--- src/rtl/btn_evt_pkg.sv ---
// Shared types and helpers for the button event arbiter.
package btn_evt_pkg;

   typedef enum logic {
      IDLE  = 1'b0,
      OFFER = 1'b1
   } arb_state_e;

   // Round-robin pick: first set bit of req[n-1:0] searching upward from last+1, wrapping at n.
   // Sized for the largest supported request count (16); callers zero-extend.
   // Returns last when nothing is requested.
   function automatic logic [3:0] rr_pick(input logic [15:0] req,
                                          input logic [3:0]  last,
                                          input logic [4:0]  n);
      logic [4:0] idx;
      logic       found;
      rr_pick = last;
      found   = 1'b0;
      for (int k = 1; k <= 16; k++) begin
         idx = {1'b0, last} + 5'(k);
         if (idx >= n) idx = idx - n;
         if (!found && (5'(k) <= n) && req[idx[3:0]]) begin
            rr_pick = idx[3:0];
            found   = 1'b1;
         end
      end
   endfunction

endpackage

--- src/rtl/btn_lockout_timer.sv ---
// One input slot: re-trigger lockout counter plus pending and sticky overflow bits.
module btn_lockout_timer #(
   parameter int LOCKOUT = 1023
) (
   input  logic clk_i,
   input  logic resetn_i,
   input  logic pulse_i,
   input  logic grant_clr_i,
   input  logic clr_ovf_i,
   output logic pending_o,
   output logic pending_d_o,
   output logic overflow_o
);

   logic locked, accept;
   logic pend_q, pend_d;
   logic ovf_q, ovf_d;

   assign accept = pulse_i & ~locked;

   generate
      if (LOCKOUT > 0) begin : g_lock
         localparam int CNT_W = $clog2(LOCKOUT + 1);
         logic [CNT_W-1:0] cnt_q, cnt_d;

         // reload on an accepted pulse, otherwise count down and stick at zero
         always_comb begin
            cnt_d = cnt_q;
            if (accept)             cnt_d = CNT_W'(LOCKOUT);
            else if (cnt_q != '0)   cnt_d = cnt_q - 1'b1;
         end

         // lockout counter register
         always_ff @(posedge clk_i or negedge resetn_i) begin
            if (!resetn_i) cnt_q <= '0;
            else           cnt_q <= cnt_d;
         end

         assign locked = (cnt_q != '0);
      end else begin : g_nolock
         assign locked = 1'b0;
      end
   endgenerate

   // a pulse landing on a still-pending slot flags overflow; a handshake clear makes room first
   always_comb begin
      pend_d = (pend_q & ~grant_clr_i) | accept;
      ovf_d  = (ovf_q & ~clr_ovf_i) | (accept & pend_q & ~grant_clr_i);
   end

   // pending / overflow registers
   always_ff @(posedge clk_i or negedge resetn_i) begin
      if (!resetn_i) begin
         pend_q <= 1'b0;
         ovf_q  <= 1'b0;
      end else begin
         pend_q <= pend_d;
         ovf_q  <= ovf_d;
      end
   end

   assign pending_o   = pend_q;
   assign pending_d_o = pend_d;
   assign overflow_o  = ovf_q;

endmodule

--- src/rtl/button_event_arbiter.sv ---
// Latches debounced button pulses and round-robins them into one valid/ready event stream.
module button_event_arbiter
   import btn_evt_pkg::*;
#(
   parameter  int NUM_REQ = 4,
   parameter  int LOCKOUT = 1023,
   localparam int ID_W    = $clog2(NUM_REQ)
) (
   input  logic               clk_i,
   input  logic               resetn_i,
   input  logic [NUM_REQ-1:0] pulse_i,
   output logic               evt_valid_o,
   input  logic               evt_ready_i,
   output logic [ID_W-1:0]    evt_id_o,
   output logic               irq_o,
   output logic [NUM_REQ-1:0] pending_o,
   output logic [NUM_REQ-1:0] overflow_o,
   input  logic               clr_overflow_i
);

   arb_state_e         state_q, state_d;
   logic [ID_W-1:0]    id_q, id_d;
   logic [ID_W-1:0]    last_q, last_d;
   logic               irq_q, irq_d;
   logic [NUM_REQ-1:0] pend, pend_nx, ovf;
   logic               hs;

   assign hs = (state_q == OFFER) & evt_ready_i;

   for (genvar i = 0; i < NUM_REQ; i++) begin : g_req
      btn_lockout_timer #(.LOCKOUT(LOCKOUT)) u_timer (
         .clk_i       (clk_i),
         .resetn_i    (resetn_i),
         .pulse_i     (pulse_i[i]),
         .grant_clr_i (hs && (id_q == ID_W'(i))),
         .clr_ovf_i   (clr_overflow_i),
         .pending_o   (pend[i]),
         .pending_d_o (pend_nx[i]),
         .overflow_o  (ovf[i])
      );
   end

   // state and output registers; last grant starts at the top so input 0 wins first
   always_ff @(posedge clk_i or negedge resetn_i) begin
      if (!resetn_i) begin
         state_q <= IDLE;
         id_q    <= '0;
         last_q  <= ID_W'(NUM_REQ - 1);
         irq_q   <= 1'b0;
      end else begin
         state_q <= state_d;
         id_q    <= id_d;
         last_q  <= last_d;
         irq_q   <= irq_d;
      end
   end

   // next state: one offer per pick, always returning through IDLE after a handshake
   always_comb begin
      state_d = state_q;
      case (state_q)
         IDLE:    if (|pend)       state_d = OFFER;
         OFFER:   if (evt_ready_i) state_d = IDLE;
         default:                  state_d = IDLE;
      endcase
   end

   // outputs: capture the winner when leaving IDLE, advance the pointer on handshake
   always_comb begin
      id_d   = id_q;
      last_d = last_q;
      if ((state_q == IDLE) && (|pend))
         id_d = ID_W'(rr_pick(16'(pend), 4'(last_q), 5'(NUM_REQ)));
      if (hs)
         last_d = id_q;
      irq_d = (|pend_nx) | (state_d == OFFER);
   end

   assign evt_valid_o = (state_q == OFFER);
   assign evt_id_o    = id_q;
   assign irq_o       = irq_q;
   assign pending_o   = pend;
   assign overflow_o  = ovf;

endmodule

--- config.mk ---
export PLATFORM = sky130hd
export DESIGN_NAME = button_event_arbiter
export DESIGN_NICKNAME = d
export VERILOG_FILES = /design/src/rtl/btn_evt_pkg.sv /design/src/rtl/btn_lockout_timer.sv /design/src/rtl/button_event_arbiter.sv
export SDC_FILE = /design/constraint.sdc
export NUM_CORES = 1
export LEC_CHECK = 0
export CAP_MARGIN = 5
export CORE_UTILIZATION = 45
export CTS_CLUSTER_SIZE = 14
export DETAILED_ROUTE_END_ITERATION = 10
export PLACE_DENSITY_LB_ADDON = 0.05
export REMOVE_ABC_BUFFERS = 1
export SLEW_MARGIN = 0
export SYNTH_ARGS = -nofsm -noshare
export SYNTH_HDL_FRONTEND = slang
export SYNTH_SLANG_ARGS = --single-unit
--- constraint.sdc ---
create_clock -name clk_i -period 3.4 [get_ports clk_i]
set_input_delay 0.34 -clock clk_i [delete_from_list [all_inputs] [get_ports clk_i]]
set_output_delay 0.34 -clock clk_i [all_outputs]
set_load 0.1 [all_outputs]
==> flow_metrics.tcl <==
set metrics [dict create \
    power.combinational.fraction_pct 35.7 \
    number_of_antenna_violations_at_the_first_check_in_global_routing 0 \
    syn_area_mm2 0.00299 \
    synth_flop_type "dfrtp_1" \
    timing.final.crit_share_pct 70.2 \
    cts-root-buf "clkbuf_8" \
    vias_per_cell 5.58 \
    r2r_slack_ps 1010 \
    detail_route.wirelength_mm 5.64 \
    clock_period_minus_worst_slack_ps 2390 \
    hold_path.class "input pin to asynchronous set/reset pin" \
    leakagePower_nw 1.37 \
    postLayoutCoreUtil_pct 51.7 \
    timing_worst_setup_path_type "flop to flop" \
    fraction_of_the_yosys_area_taken_by_sequential_cells_pct 45.3 \
    r2r_start "last_q[0]" \
    rows 29 \
    globalRoute.totalOverflow 0 \
    number_of_hold_repair_buffers_added_at_the_cts_stage 0 \
    drive_gt1_share_pct 6.36 \
    first_global_vias 2104 \
    grt_setup_unrepaired "no" \
    antenna-diode-count 0 \
    cpMaxStageDelayCell "dfstp_2" \
    floorplan_die_area_mm2 0.00697 \
    timing.final.max_slew_violations 0 \
    synth_edf_count 0 \
    path_max_fanout 12 \
    cp_data_required_time_ps 3570 \
    crit_arrival_ps 2560 \
    die_x_um 83.5 \
    dpl-instance-area_mm2 0.00319 \
    crit_path_frequent_cell "inv_1" \
    slowest_delay_ps 680 \
    clk_pin_slew_worst_paths_ps 100 \
    insertion_delay_ps 300 \
    crit_chain "inv_1 > ha_1 > inv_1 > a211o_1 > a221oi_2 > mux2i_1 > o311ai_0" \
    power_density_mw_per_mm2 717 \
    cts_buffer_depth 2 \
    cp-start-kind "flop" \
    internal_power_mw 1.42 \
    layout_nets 350 \
    avgSynthCellArea_um2 9.46 \
    setup_viol_count_final 0 \
    tritoncts "built" \
    post-cts-setup-buffer-count 0 \
    drt.antenna.violating_nets 0 \
    critPathCaptureType "flop" \
    htree_levels 2 \
    cap_violations 0 \
    grtUsageTotal_pct 17.2 \
    final.setup.tns_ps 0 \
    max_slew.worst_pin.slew_ps 968 \
    detail_route.iter0.violations 105 \
    r2r_end "evt_id_o[0]" \
    power_switching_uw 948 \
    synth-async-reset-ratio_pct 100 \
    synth_cell_type_count 54 \
    gpl.final_weighted_congestion 0.852 \
    layout-area-overhead-vs-synth_pct 10.5 \
    port_buffer_count 19 \
    yosys-top-cells-area "dfrtp_1 44%, ha_1 5.4%, o21ai_0 5.0%" \
    finClkSkew_ps 9.97 \
    detail_route.drc_violations 0 \
    max_freq_ghz 0.419 \
    postCtsResizedCells 0 \
    start_util_pct 46.8 \
    irDropWorstVdd_uv 464 \
    largest_net_degree_at_the_start_of_global_routing 30 \
    synth_top_cell_by_area "dfrtp_1" \
    status "complete, no violations" \
    synth-seq-cells 54 \
    max_slew_margin_pct 35.3 \
    finalHoldViolCount 0 \
    tritoncts_num_sinks 54 \
    floorplan.core_area_mm2 0.00639 \
    switching_portion_of_total_power_pct 40.1 \
    yosys.area.top_type_share_pct 43.5 \
    clockPowerShare_pct 17.9 \
    num_vias 2271 \
    layout.cell_area.non_filler_mm2 0.00330 \
    cp_top_family "compound AO/OA/AOI/OAI gates" \
    grt_first_pass_wirelength_mm 9.76 \
    top_level_ports 20 \
    routed_length_per_placed_instance_um 13.9 \
    rr_worst_depth 7 \
    synthesis.instances 316 \
    seqPwrFrac_pct 46.5 \
    drt_pass1_iterations 4 \
    critical_path_buf_inv_count 2 \
    dp_hpwl_mm 4.12 \
    yosysWarnings 0 \
    die_height_um 83.5 \
    tritoncts.num_buffers 5 \
]
-- Yosys cell counts, types with 2 or more instances --
master	count
nand2b_1	6
mux2i_1	14
nor2_1	26
a211oi_1	2
or3_1	4
o21ai_0	30
nand3_1	6
buf_4	8
clkbuf_1	2
mux2_2	3
nor4_1	4
inv_1	20
a2111oi_0	2
o211ai_1	2
or4_1	4
nand2_1	25
a31oi_1	2
or4b_1	2
nor2b_1	2
a211o_1	2
nor3_1	11
a21o_1	3
dfrtp_1	52
dfstp_2	2
o22ai_1	9
a21oi_1	29
o21a_1	2
o31ai_1	3
ha_1	13
buf_2	2
-- flip-flops by register name, summed over array words and instances (netlist names) --
name,cells
g_req.u_timer.g_lock.cnt_q,40
g_req.u_timer.overflow_o,4
g_req.u_timer.pending_o,4
evt_id_o,2
last_q,2
evt_valid_o,1
irq_o,1
-- power groups by stage --
stage | combinational [mW] | clock, mW | sequential [mW]
final | 0.844 | 0.423 | 1.10
after global routing | 0.948 | 0.466 | 1.14
after CTS | 0.850 | 0.445 | 1.10
after detailed placement | 0.850 | 0 | 1.11
after global placement | 0.842 | 0 | 1.11
after floorplan | 0.525 | 0 | 1.21
-- cell type report --
class                      instances  area [µm²]
tap                               77        96.3
multi-input combinational        228        1470
fill                             593        3080
clock inverter                     2        37.5
inverter                          20        75.1
sequential                        54        1350
clock buffer                       6        72.6
timing repair buffer              20         193
-- how the worst max path moves through the flow --
stage	startpoint	endpoint	slack (ps)	depth (start not counted)
finish	last_q[0]	evt_id_o[0]	1010	7
global route	last_q[0]	evt_id_o[0]	860	7
CTS	last_q[0]	evt_id_o[0]	1020	7
detailed placement	last_q[0]	evt_id_o[0]	1030	7
global placement	last_q[0]	evt_id_o[0]	1060	7
floorplan	g_req[2].u_timer.pending_o	irq_o	1120	4
-- per-stage QoR --
step	hold WS, ps	power [mW]	setup WS [ps]	instances
2_1_floorplan	44.4	1.74	1120	302
3_3_place_gp	425	1.95	1060	399
3_5_place_dp	421	1.96	1030	399
4_1_cts	80.9	2.39	1020	407
5_1_grt	109	2.55	860	407
6_report	52.0	2.37	1010	407
-- routing by layer --
layer | global-route usage, % | vias to the layer above | wire length [µm]
met5 | 0 | - | 0
met1 | 24.8 | 1066 | 2930
met3 | 3.86 | 9 | 158
li1 | - | 1167 | -
met4 | 4.62 | 0 | 83
met2 | 26.2 | 29 | 2470
-- worst register-to-register path, stage by stage (launching register included) --
cell	delay, ps
dfstp_2	680
inv_1	110
ha_1	420
inv_1	110
a211o_1	290
a221oi_2	300
mux2i_1	210
o311ai_0	130
-- cells by family after synthesis --
| logic type | count (synthesis) | share of synthesized area, % |
|---|---|---|
| multiplexers | 18 | 6.57 |
| AO/OA/AOI/OAI | 94 | 19.0 |
| AND/OR/NAND/NOR | 101 | 17.7 |
| buffers and inverters | 34 | 5.40 |
| adder cells (fa/ha/maj) | 13 | 5.44 |
| flip-flops | 54 | 45.3 |
| XOR/XNOR | 2 | 0.586 |
-- cells in the final DEF, fill, tap and decap left out, drive strengths merged, types with 3 or more instances in the layout --
cell type      Yosys  final
dfrtp             52     52
o21ai             30     30
a21oi             29     29
nor2              26     26
nand2             25     25
inv               20     20
clkdlybuf4s50      0     18
mux2i             14     14
ha                13     13
nor3              13     13
o22ai              9      9
nand2b             7      7
nand3              6      6
clkbuf             3      6
or4                5      5
or3                4      4
nor4               4      4
o31ai              3      3
a21o               3      3
mux2               3      3
No activity file was read; power rests on OpenSTA's default activity.
==> RTL change, RTL diff (same settings) <==
Make the reset (`resetn_i`) synchronous in 3 clocked blocks.
--- a/src/rtl/btn_lockout_timer.sv
+++ b/src/rtl/btn_lockout_timer.sv
@@ -31,7 +31,7 @@
          end
 
          // lockout counter register
-         always_ff @(posedge clk_i or negedge resetn_i) begin
+         always_ff @(posedge clk_i) begin
             if (!resetn_i) cnt_q <= '0;
             else           cnt_q <= cnt_d;
          end
@@ -49,7 +49,7 @@
    end
 
    // pending / overflow registers
-   always_ff @(posedge clk_i or negedge resetn_i) begin
+   always_ff @(posedge clk_i) begin
       if (!resetn_i) begin
          pend_q <= 1'b0;
          ovf_q  <= 1'b0;
--- a/src/rtl/button_event_arbiter.sv
+++ b/src/rtl/button_event_arbiter.sv
@@ -41,7 +41,7 @@
    end
 
    // state and output registers; last grant starts at the top so input 0 wins first
-   always_ff @(posedge clk_i or negedge resetn_i) begin
+   always_ff @(posedge clk_i) begin
       if (!resetn_i) begin
          state_q <= IDLE;
          id_q    <= '0;
Check against the original RTL: differs if resetn_i is asserted again (counterexample within 4 cycles, from zero or initial values and one cycle with resetn_i low); with resetn_i held inactive, the same outputs for 10 cycles.
==> RTL change against the original RTL <==
The flow now finishes with violations (DRC); routed wire length is 17% higher; die area is 2.4% higher; setup slack better by 0.082 ns; cell area is 1.7% higher; sequential cell count stayed put; synthesized cell count is 9.5% higher; highest routed layer unchanged; area after synthesis is 2.4% higher; fmax is 3.6% higher.
Power is not compared: it rests on default switching activity, and its combinational part moved more than twofold at a synthesized area within 25%.
==> RTL change: results (changes against the original RTL) <==
{
  "critical_path": {
    "max_stage_delay": {"value": 1.18, "unit": "ns", "change": "was 0.68 ns"},
    "crit_path_top_delay_cell": {"value": "clkdlybuf4s50_1", "change": "was dfstp_2"},
    "gate_family_responsible_for_the_most_delay_along_the_worst_path": {"value": "buffers and inverters", "change": "was compound AO/OA/AOI/OAI gates"},
    "timing.critical_path.fanout_max": {"value": 8, "change": "was 12"},
    "cp.arrival": {"value": 1.96, "unit": "ns", "change": "was 2.56 ns"}
  },
  "worst_hold_path": {
    "timing.hold.worst.class": {"value": "reg2reg", "change": "was in2async"}
  },
  "placement": {
    "placement.cell_area": {"value": 0.00327, "unit": "sq mm", "change": "was 0.00319 sq mm"},
    "detailedPlacementHpwl": {"value": 4660, "unit": "um", "change": "was 4120 um"},
    "globalplace.congestion": {"value": 0.793, "change": "was 0.852"},
    "dp_slack": {"value": 1.24, "unit": "ns", "change": "was 1.03 ns"}
  },
  "detailed_routing": {
    "remaining_drc_errors": {"value": 5, "change": "was 0"},
    "detailedRoute.firstIterationViolations": {"value": 156, "change": "was 105"},
    "drt_pre_antenna_iters": {"value": 7, "change": "was 4"},
    "detail_route.wirelength": {"value": 6570, "unit": "um", "change": "was 5640 um"}
  },
  "logic_synthesis": {
    "async_flop_share": {"value": 0, "unit": "%", "change": "was 100%"},
    "netlist-cell-type-count": {"value": 61, "change": "was 54"},
    "synth_commonest_cells": {"value": "dfxtp_1 (54), a211oi_1 (23), inv_1 (20), nor3_1 (18)", "change": "was dfrtp_1 (52), o21ai_0 (30), a21oi_1 (29), nor2_1 (26), nand2_1 (25)"},
    "synth_ff_type": {"value": "dfxtp_1", "change": "was dfrtp_1"},
    "synthesis.instances": {"value": 346, "change": "was 316"}
  },
  "sta": {
    "final.setup_skew": {"value": 0.0116, "unit": "ns", "change": "was 0.00997 ns"},
    "tightest_pin_transition": {"value": 1.00, "unit": "ns", "change": "was 0.968 ns"}
  },
  "grt": {
    "wire_length_of_the_first_global_routing_pass": {"value": 11300, "unit": "um", "change": "was 9760 um"},
    "groute.usage.overall": {"value": 19.3, "unit": "%", "change": "was 17.2%"}
  },
  "outcome": {
    "failing_checks": "DRC",
    "run_status": {"value": "complete, but fails checks", "change": "was finished, final reports clean"}
  }
}
-- RTL change: routing by layer --
metal | vias to the layer above | GRT usage (%) | part of all wire [%]
met1 | 1277 | 26.1 | 50
li1 | 1353 | - | -
met3 | 6 | 3.34 | 3.9
met2 | 46 | 31.9 | 45
met4 | 0 | 5.08 | 1.1
met5 | - | 0 | 0
-- RTL change: final timing paths --
path | from | endpoint | slack (ns) | depth (start not counted)
worst min register to register | g_req[0].u_timer.overflow_o$_SDFF_PN0_ | g_req[0].u_timer.overflow_o$_SDFF_PN0_ | 0.47 | 2
worst max register to register | last_q[0]$_SDFFE_PN1P_ | evt_id_o[0]$_SDFFE_PN0P_ | 1.41 | 6
worst min-delay path | g_req[0].u_timer.overflow_o$_SDFF_PN0_ | g_req[0].u_timer.overflow_o$_SDFF_PN0_ | 0.47 | 2
worst max-delay path | evt_valid_o$_SDFF_PN0_ | evt_valid_o | 1.10 | 1
-- RTL change: power groups by stage --
stage,logic (mW),registers (mW),clock network [mW]
2_1_floorplan,1.21,1.31,0
3_3_place_gp,1.70,1.17,0
3_5_place_dp,1.71,1.18,0
4_1_cts,1.72,1.17,0.377
5_1_grt,1.90,1.22,0.395
6_report,1.72,1.17,0.359
-- RTL change: kinds of logic after synthesis --
kind of cell / after synthesis / share of synthesized area, %
AND/OR/NAND/NOR: 129 / 26.9
AO/OA/AOI/OAI: 109 / 25.3
flip-flops: 54 / 35.3
buffers and inverters: 36 / 5.56
adder cells (fa/ha/maj): 13 / 5.31
multiplexers: 4 / 1.39
XOR/XNOR: 1 / 0.286
-- RTL change: area by class of cell --
cell class | instances | area, sq um
clock buffer | 6 | 72.6
clock inverter | 2 | 13.8
fill | 623 | 3100
inverter | 21 | 78.8
multi-input combinational | 256 | 1810
sequential | 54 | 1080
tap | 77 | 96.3
timing repair buffer | 21 | 205
-- RTL change: worst register-to-register path, stage by stage, from the launching register on --
cell and delay, ns:
dfxtp_1 0.59, inv_1 0.15, ha_1 0.36, a21boi_0 0.16, o2bb2ai_1 0.17, a2111oi_0 0.35
nand4b_1 0.15
-- RTL change: metrics by stage --
step / hold WS (ns) / power (mW)
after global placement: 0.458 / 2.88
after global routing: 0.509 / 3.51
after floorplan: 0.412 / 2.51
after CTS: 0.478 / 3.26
after detailed placement: 0.464 / 2.89
final: 0.471 / 3.25
